`src/rtl/bf16_mm_pkg.sv`:
```
// bf16_mm_pkg: shared types and constants for the bfloat16 matrix datapath.
//   bf16_t          raw bfloat16 element
//   loader_state_t  bf16_matrix_loader control states
//   BF16_ONE/ZERO   handy bfloat16 constants
package bf16_mm_pkg;

  typedef logic [15:0] bf16_t;

  typedef enum logic [1:0] {
    LOAD_A,
    LOAD_B,
    START,
    WAIT
  } loader_state_t;

  localparam bf16_t BF16_ONE  = 16'h3F80;
  localparam bf16_t BF16_ZERO = 16'h0000;

endpackage

```
`src/rtl/bf16_finish_tracker.sv`:
```
// bf16_finish_tracker: sticky collector of per-output finish flags.
//   clk, rst_n   clock, synchronous active-low reset
//   clear_i      wipe the collected flags (start of a new operation)
//   en_i         collect fin_i this cycle (ignored when low)
//   fin_i        per-output finish bits, pulse or level
//   all_done_o   every bit seen, counting this cycle's fin_i
module bf16_finish_tracker #(
  parameter int NUM = 16
) (
  input  logic           clk,
  input  logic           rst_n,
  input  logic           clear_i,
  input  logic           en_i,
  input  logic [NUM-1:0] fin_i,
  output logic           all_done_o
);

  logic [NUM-1:0] fin_seen_q, fin_seen_d;

  always_comb begin
    fin_seen_d = fin_seen_q;
    if (clear_i)   fin_seen_d = '0;
    else if (en_i) fin_seen_d = fin_seen_q | fin_i;
  end

  always_ff @(posedge clk) begin
    if (!rst_n) fin_seen_q <= '0;
    else        fin_seen_q <= fin_seen_d;
  end

  // Look through to the next value so a finish arriving this cycle counts now.
  assign all_done_o = en_i & (&fin_seen_d);

endmodule

```
`src/rtl/bf16_matrix_loader.sv`:
```
// bf16_matrix_loader: serial bfloat16 stream -> A/B register arrays for the
// matrix multiplier, then a one-cycle start strobe and a wait for all finishes.
//   clk, rst_n          clock, synchronous active-low reset
//   in_valid/in_ready   element handshake; in_data is the element
//   A, B                SIZE x SIZE operand arrays, held until overwritten
//   OP_START            per-MAC start strobe, high for the single START cycle
//   OP_FINISH           per-output finish, collected only while waiting
//   busy                high in START and WAIT
//   done                one-cycle pulse once every finish bit was collected
// Build option: define BF16_LOADER_TRANSPOSE_EN to store elements column-major
// (stream lands transposed); default is row-major.
module bf16_matrix_loader
  import bf16_mm_pkg::*;
#(
  parameter int N    = 16,
  parameter int SIZE = 4
) (
  input  logic         clk,
  input  logic         rst_n,
  input  logic         in_valid,
  output logic         in_ready,
  input  logic [N-1:0] in_data,
  output logic [N-1:0] A [SIZE][SIZE],
  output logic [N-1:0] B [SIZE][SIZE],
  output logic         OP_START [SIZE*SIZE*SIZE],
  input  logic         OP_FINISH [SIZE*SIZE],
  output logic         busy,
  output logic         done
);

  localparam int ELEMS = SIZE * SIZE;
  localparam int MACS  = ELEMS * SIZE;
  localparam int CNT_W = (ELEMS > 1) ? $clog2(ELEMS) : 1;
  localparam int IDX_W = (SIZE > 1) ? $clog2(SIZE) : 1;

  loader_state_t    state_q, state_d;
  logic [CNT_W-1:0] elem_cnt_q, elem_cnt_d;
  logic [N-1:0]     a_q [SIZE][SIZE];
  logic [N-1:0]     b_q [SIZE][SIZE];
  logic             op_start_q, done_q;
  logic             hs, last, all_done;
  logic [IDX_W-1:0] row_idx, col_idx, wr_row, wr_col;
  logic [ELEMS-1:0] fin_vec;

  assign hs   = in_valid & in_ready;
  assign last = (elem_cnt_q == CNT_W'(ELEMS - 1));

  always_comb begin
    row_idx = IDX_W'(elem_cnt_q / CNT_W'(SIZE));
    col_idx = IDX_W'(elem_cnt_q % CNT_W'(SIZE));
`ifdef BF16_LOADER_TRANSPOSE_EN
    wr_row  = col_idx;
    wr_col  = row_idx;
`else
    wr_row  = row_idx;
    wr_col  = col_idx;
`endif
  end

  // ---- FSM: state register ----
  always_ff @(posedge clk) begin
    if (!rst_n) state_q <= LOAD_A;
    else        state_q <= state_d;
  end

  // ---- FSM: next state ----
  always_comb begin
    state_d = state_q;
    case (state_q)
      LOAD_A:  if (hs && last) state_d = LOAD_B;
      LOAD_B:  if (hs && last) state_d = START;
      START:   state_d = WAIT;
      WAIT:    if (all_done) state_d = LOAD_A;
      default: state_d = LOAD_A;
    endcase
  end

  // ---- FSM: outputs ----
  always_comb begin
    in_ready = rst_n && (state_q == LOAD_A || state_q == LOAD_B);
    busy     = (state_q == START || state_q == WAIT);
  end

  // Counter wraps explicitly so non-power-of-two SIZE still restarts at 0.
  always_comb begin
    elem_cnt_d = elem_cnt_q;
    if (hs) elem_cnt_d = last ? '0 : elem_cnt_q + 1'b1;
  end

  always_ff @(posedge clk) begin
    if (!rst_n) begin
      elem_cnt_q <= '0;
      op_start_q <= 1'b0;
      done_q     <= 1'b0;
    end else begin
      elem_cnt_q <= elem_cnt_d;
      op_start_q <= (state_q == LOAD_B) && hs && last;
      done_q     <= all_done;
    end
  end

  // Operand storage: never cleared on done, only overwritten by the next load.
  always_ff @(posedge clk) begin
    if (!rst_n) begin
      for (int r = 0; r < SIZE; r++)
        for (int c = 0; c < SIZE; c++) begin
          a_q[r][c] <= N'(BF16_ZERO);
          b_q[r][c] <= N'(BF16_ZERO);
        end
    end else if (hs) begin
      if (state_q == LOAD_A) a_q[wr_row][wr_col] <= in_data;
      else                   b_q[wr_row][wr_col] <= in_data;
    end
  end

  for (genvar i = 0; i < ELEMS; i++) begin : g_fin
    assign fin_vec[i] = OP_FINISH[i];
  end

  for (genvar i = 0; i < MACS; i++) begin : g_start
    assign OP_START[i] = op_start_q;
  end

  assign A    = a_q;
  assign B    = b_q;
  assign done = done_q;

  bf16_finish_tracker #(.NUM(ELEMS)) u_fin (
    .clk       (clk),
    .rst_n     (rst_n),
    .clear_i   (state_q == START),
    .en_i      (state_q == WAIT),
    .fin_i     (fin_vec),
    .all_done_o(all_done)
  );

endmodule

```
`config.mk`:
```
export PLATFORM = sky130hd
export DESIGN_NAME = bf16_matrix_loader
export DESIGN_NICKNAME = d
export VERILOG_FILES = /design/src/rtl/bf16_mm_pkg.sv /design/src/rtl/bf16_finish_tracker.sv /design/src/rtl/bf16_matrix_loader.sv
export SDC_FILE = /design/constraint.sdc
export NUM_CORES = 1
export LEC_CHECK = 0
export ABC_AREA = 0
export CAP_MARGIN = 25
export CORE_AREA = 2 2 241 243
export DETAILED_ROUTE_END_ITERATION = 8
export DIE_AREA = 0 0 243 245
export SLEW_MARGIN = 20
export SYNTH_ARGS = -nofsm -noshare
export SYNTH_HDL_FRONTEND = slang
export SYNTH_SLANG_ARGS = --single-unit
export TNS_END_PERCENT = 1
```
`constraint.sdc`:
```
create_clock -name clk -period 4.15 [get_ports clk]
set_clock_uncertainty 0.15 [all_clocks]
set_input_delay 0.83 -clock clk [delete_from_list [all_inputs] [get_ports clk]]
set_output_delay 0.83 -clock clk [all_outputs]
set_load 0.02 [all_outputs]
```
==> reports/results.txt <==
Num CTS Buffers: 56
Post CTS Setup Buffer Count: 0
post-synth top area share: 54.1%
final period utilization: 87.1%
Core Area: 0.0570 mm2
CTS tree: yes
gr usage total: 24.8%
Fin. Hold Viols: 0
Worst-Margin Slew: 1.30 ns
kind of critical path: in2out
total grt overflow: 0
Syn Inst Count: 2,528
average vias per placed instance: 5.08
hold_ws: 0.301 ns
first-pass GRT wire length: 114,000 um
HP Class: reg2reg
pin count of the biggest net entering global routing: 234
R2R cell count: 5
power density over cell area: 388 mW/mm2
first-iteration detailed-routing DRC count: 1,424
Tmin final: 3.61 ns
Die ar.: 0.0595 mm2
EDFF count, synth: 0
initial antenna violation count: 1
synth top area cells: dfxtp_1 54%, nand2_1 15%, a21oi_1 13%
area leader, netlist: dfxtp_1
footprint of the multi-input gates: 0.00764 mm2
router iterations before antenna repair: 8
total clock sinks: 536
Hold Crit Depth: 2
fillers: 5,506
starting density of the core: 34.8%
Ant. Diodes: 0
IO buf count: 613
Synth Area per Inst: 7.84 um2
post-DP HPWL: 50,900 um
Clock Latency Late Sink: 0.61 ns
Horiz. Die Dim: 243 um
Layout Cells excl Fill: 3,766
root buffer cell: clkbuf_16
most common flop cell mapped by yosys: dfxtp_1
Max-Cap Viols: 0
I/O pin count: 614
Synth Net Count: 2,572
fin nets: 3,000
Ys Warns: 0
Worst Path Required: 3.17 ns
row count: 88
VDD IR-drop max: 0.304 mV
sequential cell area: 0.0107 mm2
Layout area overhead: 40.5%
post-cts hold buffer count: 0
Slew Limit Fails: 0
layout cells sized above 1: 6.36%
synth cell count leaders: 808 x nand2_1, 536 x dfxtp_1, 532 x a21oi_1
Final setup viols: 0
CTS clk-pin slew, worst paths: 0.06 ns
CP endpoint kind: output port
status: finished clean
hold worst-path end: A[168]
antenna viol nets, final: 0
synth unique cells: 36
worst-case clock buffer depth: 3
post-synthesis sequential area ratio: 54.1%
Via Count: 19,100
RePlAce Congestion: 0.821
asr flop ratio synth: 0%
# H-tree levels: 2
DRC violations left: 0
total power: 0.0108 W
Setup crit start: rst_n
count leader, synth: nand2_1
WL/cell: 20.7 um
vias in the first global route: 17,900
launching point of the worst reg2reg path: elem_cnt_q[2]
worst path arrival time: 2.63 ns
r2r setup slk: 1.01 ns
Mapped Area: 0.0198 mm2
die height: 245 um
fin area: 0.0278 mm2
#FFs+latches synth: 536
CP Max Fanout: 35
Max-Slew Margin vs Limit: 13.3%
LEAKAGE: 8.95 nW
Max Clock Freq: 0.277 GHz
hold path start: A[168]
total wire length: 77,800 um
cts repair resizes: 0
r2r endpoint: B[138]
Setup crit start kind: primary input
dpl cells: 3,660
Setup TNS Final: 0 ns
RSZ-0062 raised after global routing: no
Placed Area: 0.0259 mm2
==> critical path: stages <==
cell,delay (ns)
clkdlybuf4s50_1,0.83
inv_8,0.18
nor2_1,0.17
clkdlybuf4s50_1,0.61
==> where the power goes <==
| group | internal [W] | switching (W) | leakage, nW | total [W] |
|---|---|---|---|---|
| clock | 0.00303 | 0.00211 | 0.942 | 0.00514 |
| combinational | 0.000102 | 0.000383 | 3.69 | 0.000485 |
| sequential | 0.00516 | 0.00000969 | 4.32 | 0.00517 |
| total | 0.00830 | 0.00250 | 8.95 | 0.0108 |
==> cell type report <==
| cell class | instances | area share (%) |
|---|---|---|
| Tap cell | 765 | 3.44 |
| Sequential cell | 536 | 38.5 |
| Clock buffer | 92 | 6.39 |
| Multi-Input combinational cell | 1689 | 27.4 |
| Clock inverter | 11 | 0.431 |
| Inverter | 5 | 0.0943 |
| Timing Repair Buffer | 668 | 23.7 |
==> worst max path at each step <==
stage	depth (start not counted)	to
final	4	in_ready
after global routing	4	in_ready
after CTS	4	in_ready
after detailed placement	4	in_ready
after global placement	4	in_ready
after floorplan	5	in_ready
==> cell families after synthesis <==
group | count (synthesis) | share of synthesized area [%]
buffers and inverters | 303 | 7.46
adders and majority gates | 9 | 0.568
AOI/OAI and AO/OA | 551 | 14.1
xor gates and xnor gates | 1 | 0.0442
and+or+nand+nor | 1128 | 23.7
DFF | 536 | 54.1
==> registers in the layout, summed over array words and instances, names as in the netlist <==
signal	count
A	256
B	256
u_fin.fin_seen_q	16
elem_cnt_q	4
state_q	2
done	1
op_start_q	1
==> routing by layer <==
| layer | wire length (um) | vias up | global-route usage (%) |
|---|---|---|---|
| met4 | 2520 | 2 | 8.73 |
| met1 | 31600 | 9068 | 30.9 |
| li1 | - | 9097 | - |
| met3 | 6690 | 139 | 6.20 |
| met2 | 36900 | 809 | 41.8 |
| met5 | 11 | - | 0 |
==> stage by stage <==
stage | utilization, % | setup WS (ns)
finish | 48.8 | 0.536
global route | 48.8 | 0.482
CTS | 48.7 | 0.564
detailed placement | 45.4 | 0.573
global placement | 45.2 | 0.616
floorplan | - | 1.37
==> layout by cell type (no fill, tap or decap), types with 4 or more instances in the layout <==
cell type	count
clkbuf_16	58
clkdlybuf4s50_1	597
buf_4	47
nand2_1	808
nor3_2	5
or3_1	5
ha_1	5
clkbuf_8	20
clkbuf_1	14
o22ai_1	7
dfxtp_1	535
or2_2	10
nor2_1	36
inv_1	4
nand3_1	243
buf_12	7
clkinv_2	7
a21oi_1	532
buf_2	15
ha_2	4
Note: power is estimated with default switching activity, not from simulation.
